--- config.mk ---
export PLATFORM = sky130hd
export DESIGN_NAME = p2s_rr_scheduler
export DESIGN_NICKNAME = d
export VERILOG_FILES = /design/src/rtl/p2s_pkg.sv /design/src/rtl/p2s_rr_pick.sv /design/src/rtl/p2s_rr_scheduler.sv
export SDC_FILE = /design/constraint.sdc
export NUM_CORES = 1
export LEC_CHECK = 0
export BUFFER_PORTS_ARGS = -buffer_cell sky130_fd_sc_hd__clkbuf_2
export CORE_UTILIZATION = 50
export CTS_CLUSTER_SIZE = 30
export DETAILED_ROUTE_END_ITERATION = 16
export PLACE_DENSITY = 0.9
export SYNTH_ARGS = -nofsm -noshare
export SYNTH_HDL_FRONTEND = slang
export SYNTH_SLANG_ARGS = --single-unit
export TNS_END_PERCENT = 1
--- constraint.sdc ---
create_clock -name clk -period 12.9 [get_ports clk]
set_clock_uncertainty 0.15 [all_clocks]
set_input_delay 3.87 -clock clk [delete_from_list [all_inputs] [get_ports clk]]
set_output_delay 3.87 -clock clk [all_outputs]
set_load 0.01 [all_outputs]
--- src/rtl/p2s_pkg.sv ---
// rtl/p2s_pkg.sv - shared types and constants for the p2s round-robin scheduler
package p2s_pkg;

  localparam int P2S_N = 8;

  typedef enum logic {
    IDLE = 1'b0,
    HOLD = 1'b1
  } p2s_sched_state_e;

endpackage

--- src/rtl/p2s_rr_pick.sv ---
// rtl/p2s_rr_pick.sv - combinational round-robin picker
// Searches last_grant+1, last_grant+2, ... modulo NUM_REQ; first valid index wins.
module p2s_rr_pick #(
  parameter int NUM_REQ = 4,
  localparam int ID_W = $clog2(NUM_REQ)
) (
  input  logic [NUM_REQ-1:0] valid,
  input  logic [ID_W-1:0]    last_grant,
  output logic [NUM_REQ-1:0] grant,
  output logic [ID_W-1:0]    grant_idx,
  output logic               any_valid
);

  always_comb begin
    logic [ID_W:0] cand;
    grant     = '0;
    grant_idx = '0;
    any_valid = 1'b0;
    cand      = '0;
    for (int k = 1; k <= NUM_REQ; k++) begin
      // One spare bit so the wrap works by compare for non-power-of-2 NUM_REQ.
      cand = {1'b0, last_grant} + (ID_W + 1)'(k);
      if (cand >= (ID_W + 1)'(NUM_REQ)) begin
        cand = cand - (ID_W + 1)'(NUM_REQ);
      end
      if (!any_valid && valid[cand[ID_W-1:0]]) begin
        any_valid                = 1'b1;
        grant[cand[ID_W-1:0]]    = 1'b1;
        grant_idx                = cand[ID_W-1:0];
      end
    end
  end

endmodule

--- src/rtl/p2s_rr_scheduler.sv ---
// rtl/p2s_rr_scheduler.sv - round-robin feeder for one parallel_to_serial_converter
// Optional macro P2S_SCHED_BURST_EN lets a granted requester stream up to BURST_LEN words.
module p2s_rr_scheduler
  import p2s_pkg::*;
#(
  parameter int N         = P2S_N,
  parameter int NUM_REQ   = 4,
  parameter int BURST_LEN = 4,
  localparam int ID_W     = $clog2(NUM_REQ)
) (
  input  logic                 clk,
  input  logic                 rstn,
  input  logic [NUM_REQ*N-1:0] req_data,
  input  logic [NUM_REQ-1:0]   req_valid,
  output logic [NUM_REQ-1:0]   req_ready,
  output logic [N-1:0]         par_data,
  output logic                 par_valid,
  input  logic                 par_ready,
  output logic [ID_W-1:0]      grant_id,
  output logic                 busy
);

  if (NUM_REQ < 2 || NUM_REQ > 16 || BURST_LEN < 1) begin : g_bad_params
    $error("p2s_rr_scheduler: NUM_REQ must be 2..16 and BURST_LEN >= 1");
  end

  p2s_sched_state_e state, state_d;
  logic [ID_W-1:0]    last_grant;
  logic [NUM_REQ-1:0] pick_grant;
  logic [ID_W-1:0]    pick_idx;
  logic               pick_any;
  logic               load_new;
  logic               release_word;

  p2s_rr_pick #(
    .NUM_REQ(NUM_REQ)
  ) u_pick (
    .valid      (req_valid),
    .last_grant (last_grant),
    .grant      (pick_grant),
    .grant_idx  (pick_idx),
    .any_valid  (pick_any)
  );

  assign busy = (state == HOLD);

`ifdef P2S_SCHED_BURST_EN
  localparam int BCNT_W = $clog2(BURST_LEN + 1);
  logic [BCNT_W-1:0] burst_cnt;
  logic              burst_take;

  always_comb begin
    state_d      = state;
    req_ready    = '0;
    load_new     = 1'b0;
    release_word = 1'b0;
    burst_take   = 1'b0;
    case (state)
      IDLE: begin
        if (pick_any) begin
          req_ready = pick_grant;
          load_new  = 1'b1;
          state_d   = HOLD;
        end
      end
      HOLD: begin
        if (par_ready) begin
          // Same requester may refill the register in the handshake cycle.
          if (req_valid[grant_id] && (burst_cnt < BCNT_W'(BURST_LEN - 1))) begin
            req_ready[grant_id] = 1'b1;
            burst_take          = 1'b1;
          end else begin
            release_word = 1'b1;
            state_d      = IDLE;
          end
        end
      end
      default: state_d = IDLE;
    endcase
  end

  always_ff @(posedge clk or negedge rstn) begin
    if (!rstn) begin
      burst_cnt <= '0;
    end else if (burst_take) begin
      burst_cnt <= burst_cnt + 1'b1;
    end else if (release_word) begin
      burst_cnt <= '0;
    end
  end
`else
  logic burst_take;
  assign burst_take = 1'b0;

  always_comb begin
    state_d      = state;
    req_ready    = '0;
    load_new     = 1'b0;
    release_word = 1'b0;
    case (state)
      IDLE: begin
        if (pick_any) begin
          req_ready = pick_grant;
          load_new  = 1'b1;
          state_d   = HOLD;
        end
      end
      HOLD: begin
        if (par_ready) begin
          release_word = 1'b1;
          state_d      = IDLE;
        end
      end
      default: state_d = IDLE;
    endcase
  end
`endif

  always_ff @(posedge clk or negedge rstn) begin
    if (!rstn) begin
      state <= IDLE;
    end else begin
      state <= state_d;
    end
  end

  always_ff @(posedge clk or negedge rstn) begin
    if (!rstn) begin
      par_data   <= '0;
      par_valid  <= 1'b0;
      grant_id   <= '0;
      last_grant <= ID_W'(NUM_REQ - 1);
    end else begin
      if (load_new) begin
        par_data  <= req_data[int'(pick_idx)*N +: N];
        grant_id  <= pick_idx;
        par_valid <= 1'b1;
      end else if (burst_take) begin
        par_data <= req_data[int'(grant_id)*N +: N];
      end else if (release_word) begin
        par_valid  <= 1'b0;
        last_grant <= grant_id;
      end
    end
  end

endmodule

==> key figures, run 1 <==
Run status
  – Status: finished, final reports clean

Synthesis
  – Syn Area/Cell: around 9 sq um
  – Sequential share of the synthesized area: between 20% and 30%
  – Top post-synthesis cells by area: dfrtp_1, mux2i_1, ha_1
  – Library cells used by synthesis: 36
  – Instance count of the mapped netlist: approximately 180
  – Synth warn: 0
  – Synthesized Nets: about 230
  – Simple-gate portion of the synthesized area: between 10 and 15%
  – Synth Area in Compound Gates: 32.5%
  – Post-Synth Adder-Cell Area: 6.27%
  – Yosys top cell area share: 18.8%
  – Netlist Area Pre-Place: between 0.0015 and 0.002 sq mm
  – Post-synthesis xor/xnor area fraction: 0%
  – Multiplexer share of the synthesized area: between 10% and 20%
  – Largest family of logic cells by synthesized area: compound AO/OA/AOI/OAI gates
  – Synth Register Bits: 14
  – Post-synth top area cell: dfrtp_1

Min path
  – HP Class: reg2reg
  – Hold_sp: par_data[1]
  – Worst Hold Path EP: par_data[1]
  – Hold Crit Depth: 2

Power
  – Leak Pwr: a little under 0.9 nW
  – PD cells: 278 mW/mm^2
  – Worst vdd ir: around 150 uV

Global routing
  – Initial antenna violation count: 0
  – Grt ovf: 0
  – Vias in the first global route: roughly 1400
  – Largest net degree at the start of global routing: 47
  – Total Routing Usage GR: a little under a quarter
  – First-pass GRT wire length: 6.30 mm

Timing
  – Final setup viols: 0
  – Slew @ Worst Pin: 0.807 ns
  – Fin crit period: 9.99 ns
  – WHS: 0.351 ns
  – Fmax: 100 MHz
  – Final hold violations: 0
  – Slew margin rel.: a little under half
  – Period utilization: between 70% and 80%
  – RSZ-0062 raised after global routing: false
  – Max-slew violation count: 0
  – Setup_tns: 0 ns

Clock tree
  – Cts hold-fix bufs: 0
  – Setup Fix Bufs, Post-CTS: 0
  – Worst-Skew Late Latency: approximately 0.27 ns
  – Clock Sinks: 14
  – Inserted Clock Buffers: 3
  – Reg clk slew, reported paths: around 0.070 ns
  – Root Driver: clkbuf_4
  – TritonCTS clock tree: yes
  – H-Tree Depth: 1
  – Post-cts gate resize count: 0
  – Clock buffer depth: 2

Placed design
  – RD Place Congestion: around 0.81
  – DP Wirelength: slightly below 3 mm
  – Port Buf Inserts: between 50 and 60
  – Placed cell count: 262

Floorplanning
  – Starting Density: 52.7%
  – Cell Rows: 20
  – # IOs: between 50 and 60
  – Horiz. Die Dim: around 58 um
  – Die height: 58.5 um
  – Core box area: 0.00303 sq mm
  – Die ar.: ~0.0034 sq mm

Critical path
  – Critical path buffers and inverters: 2
  – Reg2reg end: par_data[1]
  – Worst-path maximum fanout: 16
  – Setup Crit Path Kind: in2out
  – Most frequent CP cell: clkbuf_2
  – R2R depth: 8
  – Crit path DAT: ~6 ns
  – Crit path capture type: primary output
  – CP max stage delay: roughly 0.64 ns
  – Reg2reg setup slack: between 8 and 9 ns
  – R2R Path Start: last_grant[0]
  – Crit-path cells: clkbuf_2 -> mux4_2 -> or2_4 -> nor3_2 -> or2_1 -> nor2_1 -> clkbuf_2
  – Largest delay contributor family on the critical path: simple AND/OR/NAND/NOR gates
  – CP Launch Point: req_valid[3]
  – Worst EP required: roughly 8.9 ns
  – Startpoint types: primary input
  – Worst path slowest cell: mux4_2

Drt
  – Routed len/inst: around 14 um
  – Vias: roughly 1600
  – Wirelength, routed: ~3.8 mm
  – Antenna viol nets, final: 0
  – DRT iter0 DRCs: between 90 and 100
  – Drt via density: approximately 6
  – DR pass1 iterations: 4
  – Residual DRC count: 0

Layout
  – Commonest non-fill, non-tap cell in the layout: clkbuf_2
  – Commonest cells after routing, fill and taps aside: clkbuf_2, nand2_1, inv_1, a31oi_1, mux2i_1
  – ANT cells: 0
  – Fillers: approximately 270
  – Layout Area Growth over Synthesis: 16.7%
  – Reg area: between 300 and 400 sq um
  – Final design utilization: a little over 60%
  – Layout cell share with drive strength beyond 1: between 30% and 40%
  – Final #Nets: 270
  – Non-filler cells, final: roughly 270
  – Area of the multi-input gates: roughly 0.0011 sq mm

Run
  – Max Cap Viol: 0
==> routing by layer <==
layer,track usage [%],share of wire (%),vias up
met1,31.7,45,710
met4,4.08,1.7,0
met2,39.9,47,76
li1,-,-,767
met5,0,0,-
met3,4.84,6.5,6
==> registers in the layout, summed over array words and instances (netlist names) <==
| register | cells |
|---|---|
| par_data | 8 |
| grant_id | 2 |
| busy | 1 |
| last_grant | 2 |
| par_valid | 1 |
==> worst reg2reg max path, stage by stage (launching register included) <==
cell and delay (ns):
dfstp_2 1.07, inv_1 0.33, ha_1 0.55, mux4_2 0.52, or2_4 0.34, nor3_2 0.23, or2_1 0.48, or2_1 0.49
o221ai_2 0.15
==> report_power, final <==
part | total [mW] | internal (mW) | switching, mW
logic | 0.386 | 0.165 | 0.222
clock network | 0.0263 | 0.0120 | 0.0143
registers | 0.105 | 0.0689 | 0.0364
==> stage by stage <==
step | cell area [sq um] | total power, mW | worst slack [ns]
finish | 1860 | 0.518 | 2.91
global route | 1860 | 0.563 | 2.74
CTS | 1860 | 0.516 | 2.91
detailed placement | 1840 | 0.490 | 2.90
global placement | 1840 | 0.481 | 3.01
floorplan | 1600 | 0.421 | 3.44
==> synthesized netlist by cell type <==
cell type and instances:
nor2_4 1, buf_2 5, dfrtp_1 12, inv_1 14, or2_1 2, mux4_2 4, a31oi_1 14, dfstp_2 2
or2_4 1, nor3_2 1, o32ai_4 1, buf_6 3, o21a_1 2, mux2i_1 13, nor2b_4 1, o22a_1 2
a221oi_1 4, a211oi_1 6, o21ai_1 2, a21oi_1 4, nand2_1 15, mux2_2 4, nor3_1 6, ha_1 8
o221ai_2 2, nor2b_1 1, o31a_1 1, o211ai_2 6, a22oi_1 4, clkbuf_1 7, o2111ai_1 6, a31oi_4 1
nor2_1 11, o21ai_0 6, nand2b_1 5, o22ai_1 2
==> cell type report <==
type,instances,area share [%]
Sequential cell,14,19.0
Multi-Input combinational cell,136,59.3
Clock buffer,4,1.41
Timing Repair Buffer,54,14.5
Inverter,14,2.82
Tap cell,44,2.96
==> cell families after synthesis <==
group,after synthesis
adder cells (fa/ha/maj),8
flip-flops,14
buffers and inverters,29
AO/OA/AOI/OAI,63
multiplexers,21
AND/OR/NAND/NOR,44
==> worst max path at each step <==
stage / end / slack (ns) / depth (start not counted)
after floorplan: req_ready[0] / 3.44 / 7
after detailed placement: req_ready[3] / 2.90 / 7
after global routing: req_ready[3] / 2.74 / 7
final: req_ready[3] / 2.91 / 7
after CTS: req_ready[3] / 2.91 / 7
after global placement: req_ready[2] / 3.01 / 7
Power figures use the tool's default switching activity.
==> run 2: changes to the inputs <==
clock period = 9.3 ns   (was 12.9 ns; I/O delays follow)
==> run 2 against run 1 <==
Compared with the run above: first-iteration DRC count down 15%; sequential power is 39% higher; count of clock-buffer cells in the layout unchanged; global-route usage hardly changed; sequential cell count unchanged; total power up 39%; utilization stayed put; die area unchanged; largest cell class unchanged.
==> key figures, run 2 (same netlist as run 1, synthesis figures left out) <==
Global routing
  – Grt met2 use: 41.4% (+1.5 points)
  – First-pass GRT wire length: 6.24 mm (-0.87%)
  – Most Used Layer, Global Route: met2
  – Initial antenna violation count: 0 (unchanged)
  – Grt ovf: 0 (unchanged)
  – Vias in the first global route: 1374 (-0.36%)
  – Global routing usage on met3: 5.05% (+0.22 points)
  – Met1 Use GR: 30.3% (-1.4 points)
  – Largest net degree at the start of global routing: 47 (unchanged)
  – Total Routing Usage GR: 23.6% (about the same)

Drt
  – Routed len/inst: 14.7 um (+1.4%)
  – Wirelength, routed: 3.90 mm (+1.4%)
  – Vias: 1588 (+1.9%)
  – Drt via density: 5.97 (+1.9%)
  – DR pass1 iterations: 4 (unchanged)
  – DRT iter0 DRCs: 81 (-15%)
  – Antenna viol nets, final: 0 (unchanged)
  – Residual DRC count: 0 (unchanged)

Min path
  – Worst Hold Path EP: par_data[7]
  – HP Class: reg2reg
  – Hold_sp: par_data[7]
  – Hold Crit Depth: 2 (unchanged)

Timing
  – Final setup viols: 0 (unchanged)
  – RSZ-0062 raised after global routing: false
  – Max-slew violation count: 0 (unchanged)
  – Setup_tns: 0 ns (unchanged)
  – Final hold violations: 0 (unchanged)
  – Fin crit period: between 7 and 8 ns
  – PnR worst setup slack: 1.46 ns (-1.45 ns)
  – Slew margin rel.: 45.1% (-1.1 points)
  – Period utilization: a little over four fifths
  – Fmax: between 100 and 150 MHz
  – Slew @ Worst Pin: 0.823 ns (+0.0161 ns)

Layout
  – Biggest registers after layout: par_data (8), grant_id (2), last_grant (2)
  – Non-filler cells, final: 266 (unchanged)
  – Largest register FFs: 8 (unchanged)
  – Commonest cells after routing, fill and taps aside: clkbuf_2, nand2_1, inv_1, a31oi_1, mux2i_1
  – Layout cell share with drive strength beyond 1: 36.5% (unchanged)
  – Fillers: 258 (-2.6%)
  – Final #Nets: 270 (unchanged)
  – ANT cells: 0 (unchanged)
  – Reg area: 353 sq um (unchanged)
  – Biggest register: par_data
  – Area of the multi-input gates: 0.00110 sq mm (unchanged)
  – Layout Area Growth over Synthesis: 16.7% (unchanged)
  – Commonest non-fill, non-tap cell in the layout: clkbuf_2
  – Final design utilization: 61.5% (unchanged)

Floorplanning
  – Core box area: 0.00303 sq mm (unchanged)
  – Die ar.: 0.00342 sq mm (unchanged)
  – Die height: 58.5 um (unchanged)
  – # IOs: 55 (unchanged)
  – Starting Density: 52.7% (unchanged)
  – Horiz. Die Dim: 58.5 um (unchanged)
  – Cell Rows: 20 (unchanged)

Critical path
  – Worst EP required: 6.36 ns (-2.52 ns)
  – Startpoint types: primary input
  – R2R depth: 8 (unchanged)
  – Worst-path maximum fanout: 16 (unchanged)
  – R2R Path Start: last_grant[0]
  – Crit path capture type: primary output
  – Reg2reg end: par_data[1]
  – Reg2reg setup slack: 4.85 ns (-3.62 ns)
  – Crit path DAT: 4.90 ns (-1.07 ns)
  – Setup Crit Path Kind: in2out

Clock tree
  – H-Tree Depth: 1 (unchanged)
  – Setup Fix Bufs, Post-CTS: 0 (unchanged)
  – Reg clk slew, reported paths: 0.09 ns (+0.02 ns)
  – Cts hold-fix bufs: 0 (unchanged)
  – TritonCTS clock tree: yes
  – Post-cts gate resize count: 0 (unchanged)
  – Worst-Skew Late Latency: 0.27 ns (about the same)
  – Root Driver: clkbuf_4
  – Inserted Clock Buffers: 3 (unchanged)
  – Clock buffer depth: 2 (unchanged)
  – Clock Sinks: 14 (unchanged)

Power
  – Worst vdd ir: 201 uV (+31%)
  – PD cells: 385 mW/mm^2 (+39%)
  – Pwr Total: 0.718 mW (+39%)
  – Leak Pwr: 0.871 nW (unchanged)

Run status
  – Status: finished, final reports clean

Placed design
  – Placed cell count: 262 (unchanged)
  – DP Wirelength: 3.02 mm (+2.0%)
  – RD Place Congestion: 0.804 (-0.22%)
  – Placement Setup Slack: 1.47 ns (-1.44 ns)
  – Port Buf Inserts: 54 (unchanged)

Run
  – Max Cap Viol: 0 (unchanged)
[run 2: worst max-delay path, cell delays in order]
cell and delay (ns):
clkbuf_2 0.14, mux4_2 0.65, or2_4 0.34, nor3_2 0.23, or2_1 0.47, nor2_1 0.12
clkbuf_2 0.15
[run 2: power breakdown]
group | total (mW) | internal [mW] | switching, mW
clock network | 0.0358 | 0.0167 | 0.0191
registers | 0.146 | 0.0956 | 0.0502
logic | 0.536 | 0.229 | 0.307
total | 0.718 | 0.341 | 0.377
[run 2: layout make-up]
cell class,count,area share [%]
multi-input combinational,136,59.3
inverter,14,2.82
clock buffer,4,1.41
sequential,14,19.0
tap,44,2.96
timing repair buffer,54,14.5
[run 2: how the worst max path moves through the flow]
stage / depth (start not counted) / endpoint / slack [ns] / startpoint
floorplan: 7 / req_ready[0] / 2.00 / req_valid[1]
global placement: 7 / req_ready[3] / 1.58 / req_valid[3]
detailed placement: 7 / req_ready[1] / 1.47 / req_valid[3]
CTS: 7 / req_ready[1] / 1.47 / req_valid[3]
global route: 7 / req_ready[3] / 1.36 / req_valid[3]
finish: 7 / req_ready[1] / 1.46 / req_valid[3]
[run 2: stage by stage]
| step | hold slack, ns | cell area, sq um |
|---|---|---|
| CTS | 0.352 | 1860 |
| floorplan | 0.375 | 1600 |
| global placement | 0.324 | 1840 |
| global route | 0.381 | 1860 |
| detailed placement | 0.334 | 1840 |
| finish | 0.353 | 1860 |
[run 2: routing by layer]
| layer | vias up | share of wire, % |
|---|---|---|
| met5 | - | 0 |
| met4 | 0 | 1.5 |
| met3 | 6 | 7.4 |
| met2 | 72 | 48 |
| met1 | 741 | 43 |
| li1 | 769 | - |
==> run 3: changes to the inputs <==
clock period = 8.2 ns   (was 9.3 ns; I/O delays follow)
==> run 3 against run 2 <==
Compared with the run above: first-iteration DRC count increased by 1.2%; sequential share of layout area decreased by 0.10 points; count of clock-buffer cells in the layout unchanged; sequential power increased by 13%; highest routed layer unchanged; critical path type unchanged; utilization increased by 0.33 points; non-clock buffer count unchanged; sequential cell count unchanged.
==> key figures, run 3 (same netlist as run 1, synthesis figures left out) <==
Floorplanning
  – Starting Density: 52.7% (unchanged)
  – Core box area: 0.00303 sq mm (unchanged)
  – # IOs: 55 (unchanged)
  – Cell Rows: 20 (unchanged)
  – Die ar.: 0.00342 sq mm (unchanged)
  – Horiz. Die Dim: 58.5 um (unchanged)
  – Die height: 58.5 um (unchanged)

Global routing
  – Total Routing Usage GR: 24.0% (+0.34 points)
  – Initial antenna violation count: 0 (unchanged)
  – Grt met2 use: 39.6% (-1.8 points)
  – Most Used Layer, Global Route: met2
  – Global routing usage on met3: 5.71% (+0.66 points)
  – Grt ovf: 0 (unchanged)
  – First-pass GRT wire length: 6.33 mm (+1.4%)
  – Met1 Use GR: 32.0% (+1.7 points)
  – Vias in the first global route: 1393 (+1.4%)
  – Largest net degree at the start of global routing: 47 (unchanged)

Clock tree
  – Post-cts gate resize count: 0 (unchanged)
  – TritonCTS clock tree: yes
  – Cts hold-fix bufs: 0 (unchanged)
  – Clock buffer depth: 2 (unchanged)
  – H-Tree Depth: 1 (unchanged)
  – Clock Sinks: 14 (unchanged)
  – Reg clk slew, reported paths: 0.09 ns (about the same)
  – Setup Fix Bufs, Post-CTS: 0 (unchanged)
  – Root Driver: clkbuf_4
  – Worst-Skew Late Latency: 0.29 ns (+0.02 ns)
  – Inserted Clock Buffers: 3 (unchanged)

Critical path
  – Worst-path maximum fanout: 16 (unchanged)
  – Setup Crit Path Kind: in2out
  – Crit path capture type: primary output
  – Startpoint types: primary input
  – Worst EP required: 5.59 ns (-0.77 ns)
  – Crit path DAT: 4.54 ns (-0.36 ns)

Drt
  – Routed len/inst: 14.6 um (-0.28%)
  – Drt via density: 5.75 (-3.7%)
  – Wirelength, routed: 3.89 mm (-0.28%)
  – Antenna viol nets, final: 0 (unchanged)
  – Vias: 1529 (-3.7%)
  – Residual DRC count: 0 (unchanged)
  – DRT iter0 DRCs: 82 (+1.2%)
  – DR pass1 iterations: 4 (unchanged)

Timing
  – Period utilization: 87.2%
  – RSZ-0062 raised after global routing: false
  – Fin crit period: around 7 ns
  – Setup_tns: 0 ns (unchanged)
  – Slew @ Worst Pin: 0.827 ns (+0.00387 ns)
  – Max-slew violation count: 0 (unchanged)
  – Slew margin rel.: 44.9% (-0.26 points)
  – Final hold violations: 0 (unchanged)
  – Fmax: approximately 140 MHz
  – Final setup viols: 0 (unchanged)

Power
  – Sequential share of power: 20.1% (-0.2 points)
  – Worst vdd ir: 213 uV (+5.9%)
  – Comb power frac: 73.7% (-1.0 points)
  – Leak Pwr: 0.877 nW (+0.69%)
  – PD cells: 440 mW/mm^2 (+14%)
  – Sw Pwr: 0.428 mW (+14%)
  – Cell internal pwr: 0.395 mW (+16%)
  – Clock network fraction of total power: 6.2% (+1.2 points)
  – Sw Ratio: 52.0% (-0.45 points)

Min path
  – HP Class: reg2reg

Layout
  – Fillers: 258 (unchanged)
  – Biggest register: par_data
  – Layout cell share with drive strength beyond 1: 36.9% (+0.45 points)
  – ANT cells: 0 (unchanged)
  – Non-filler cells, final: 266 (unchanged)
  – Layout Area Growth over Synthesis: 17.3%
  – Biggest registers after layout: par_data (8), grant_id (2), last_grant (2)
  – Largest register FFs: 8 (unchanged)
  – Final #Nets: 270 (unchanged)
  – Commonest cells after routing, fill and taps aside: clkbuf_2, nand2_1, inv_1, a31oi_1, mux2i_1
  – Commonest non-fill, non-tap cell in the layout: clkbuf_2

Run
  – Max Cap Viol: 0 (unchanged)

Placed design
  – Placed cell count: 262 (unchanged)
  – Port Buf Inserts: 54 (unchanged)
  – RD Place Congestion: 0.804 (about the same)
  – DP Wirelength: 2.96 mm (-2.1%)

Run status
  – Status: finished, final reports clean
## run 3: worst max-delay path: stages
cell      delay (ns)
clkbuf_2        0.14
mux4_2          0.64
or2_4           0.34
nor3_2          0.24
or2_1           0.47
nor2_1          0.11
clkbuf_2        0.15
## run 3: path summary, 6_finish.rpt
path	startpoint	end	slack, ns	depth (start not counted)
setup / recovery	req_valid[3]	req_ready[3]	1.05	7
hold / removal	par_data[0]	par_data[0]	0.35	2
setup reg to reg	last_grant[0]	par_data[1]	3.76	8
hold reg to reg	par_data[0]	par_data[0]	0.35	2
max in group asynchronous	rstn	last_grant[0]	5.69	1
min in group asynchronous	rstn	par_data[7]	1.90	1
## run 3: power groups by stage
| stage | registers (mW) | logic [mW] | clock network [mW] |
|---|---|---|---|
| finish | 0.165 | 0.607 | 0.0508 |
| global route | 0.174 | 0.664 | 0.0560 |
| CTS | 0.165 | 0.605 | 0.0523 |
| detailed placement | 0.166 | 0.604 | 0 |
| global placement | 0.166 | 0.590 | 0 |
| floorplan | 0.143 | 0.520 | 0 |
## run 3: layout make-up
cell class	count	area, sq um	area share (%)
Inverter	14	52.6	2.81
Clock buffer	4	36.3	1.94
Tap cell	44	55.1	2.94
Timing Repair Buffer	54	270	14.4
Multi-Input combinational cell	136	1100	59.0
Sequential cell	14	353	18.9
## run 3: per-layer routing
layer | up-vias | part of all wire, %
li1 | 765 | -
met1 | 691 | 44
met2 | 67 | 47
met3 | 6 | 7.0
met4 | 0 | 1.7
met5 | - | 0
## run 3: through the flow
stage | worst slack [ns] | hold slack [ns] | total power [mW] | cell area [sq um] | util [%]
after global routing | 0.878 | 0.380 | 0.895 | 1870 | 61.8
after CTS | 1.04 | 0.351 | 0.822 | 1870 | 61.8
final | 1.05 | 0.351 | 0.823 | 1870 | 61.8
after global placement | 1.14 | 0.324 | 0.756 | 1840 | 60.6
after floorplan | 1.56 | 0.375 | 0.663 | 1600 | -
after detailed placement | 1.04 | 0.333 | 0.770 | 1840 | 60.6
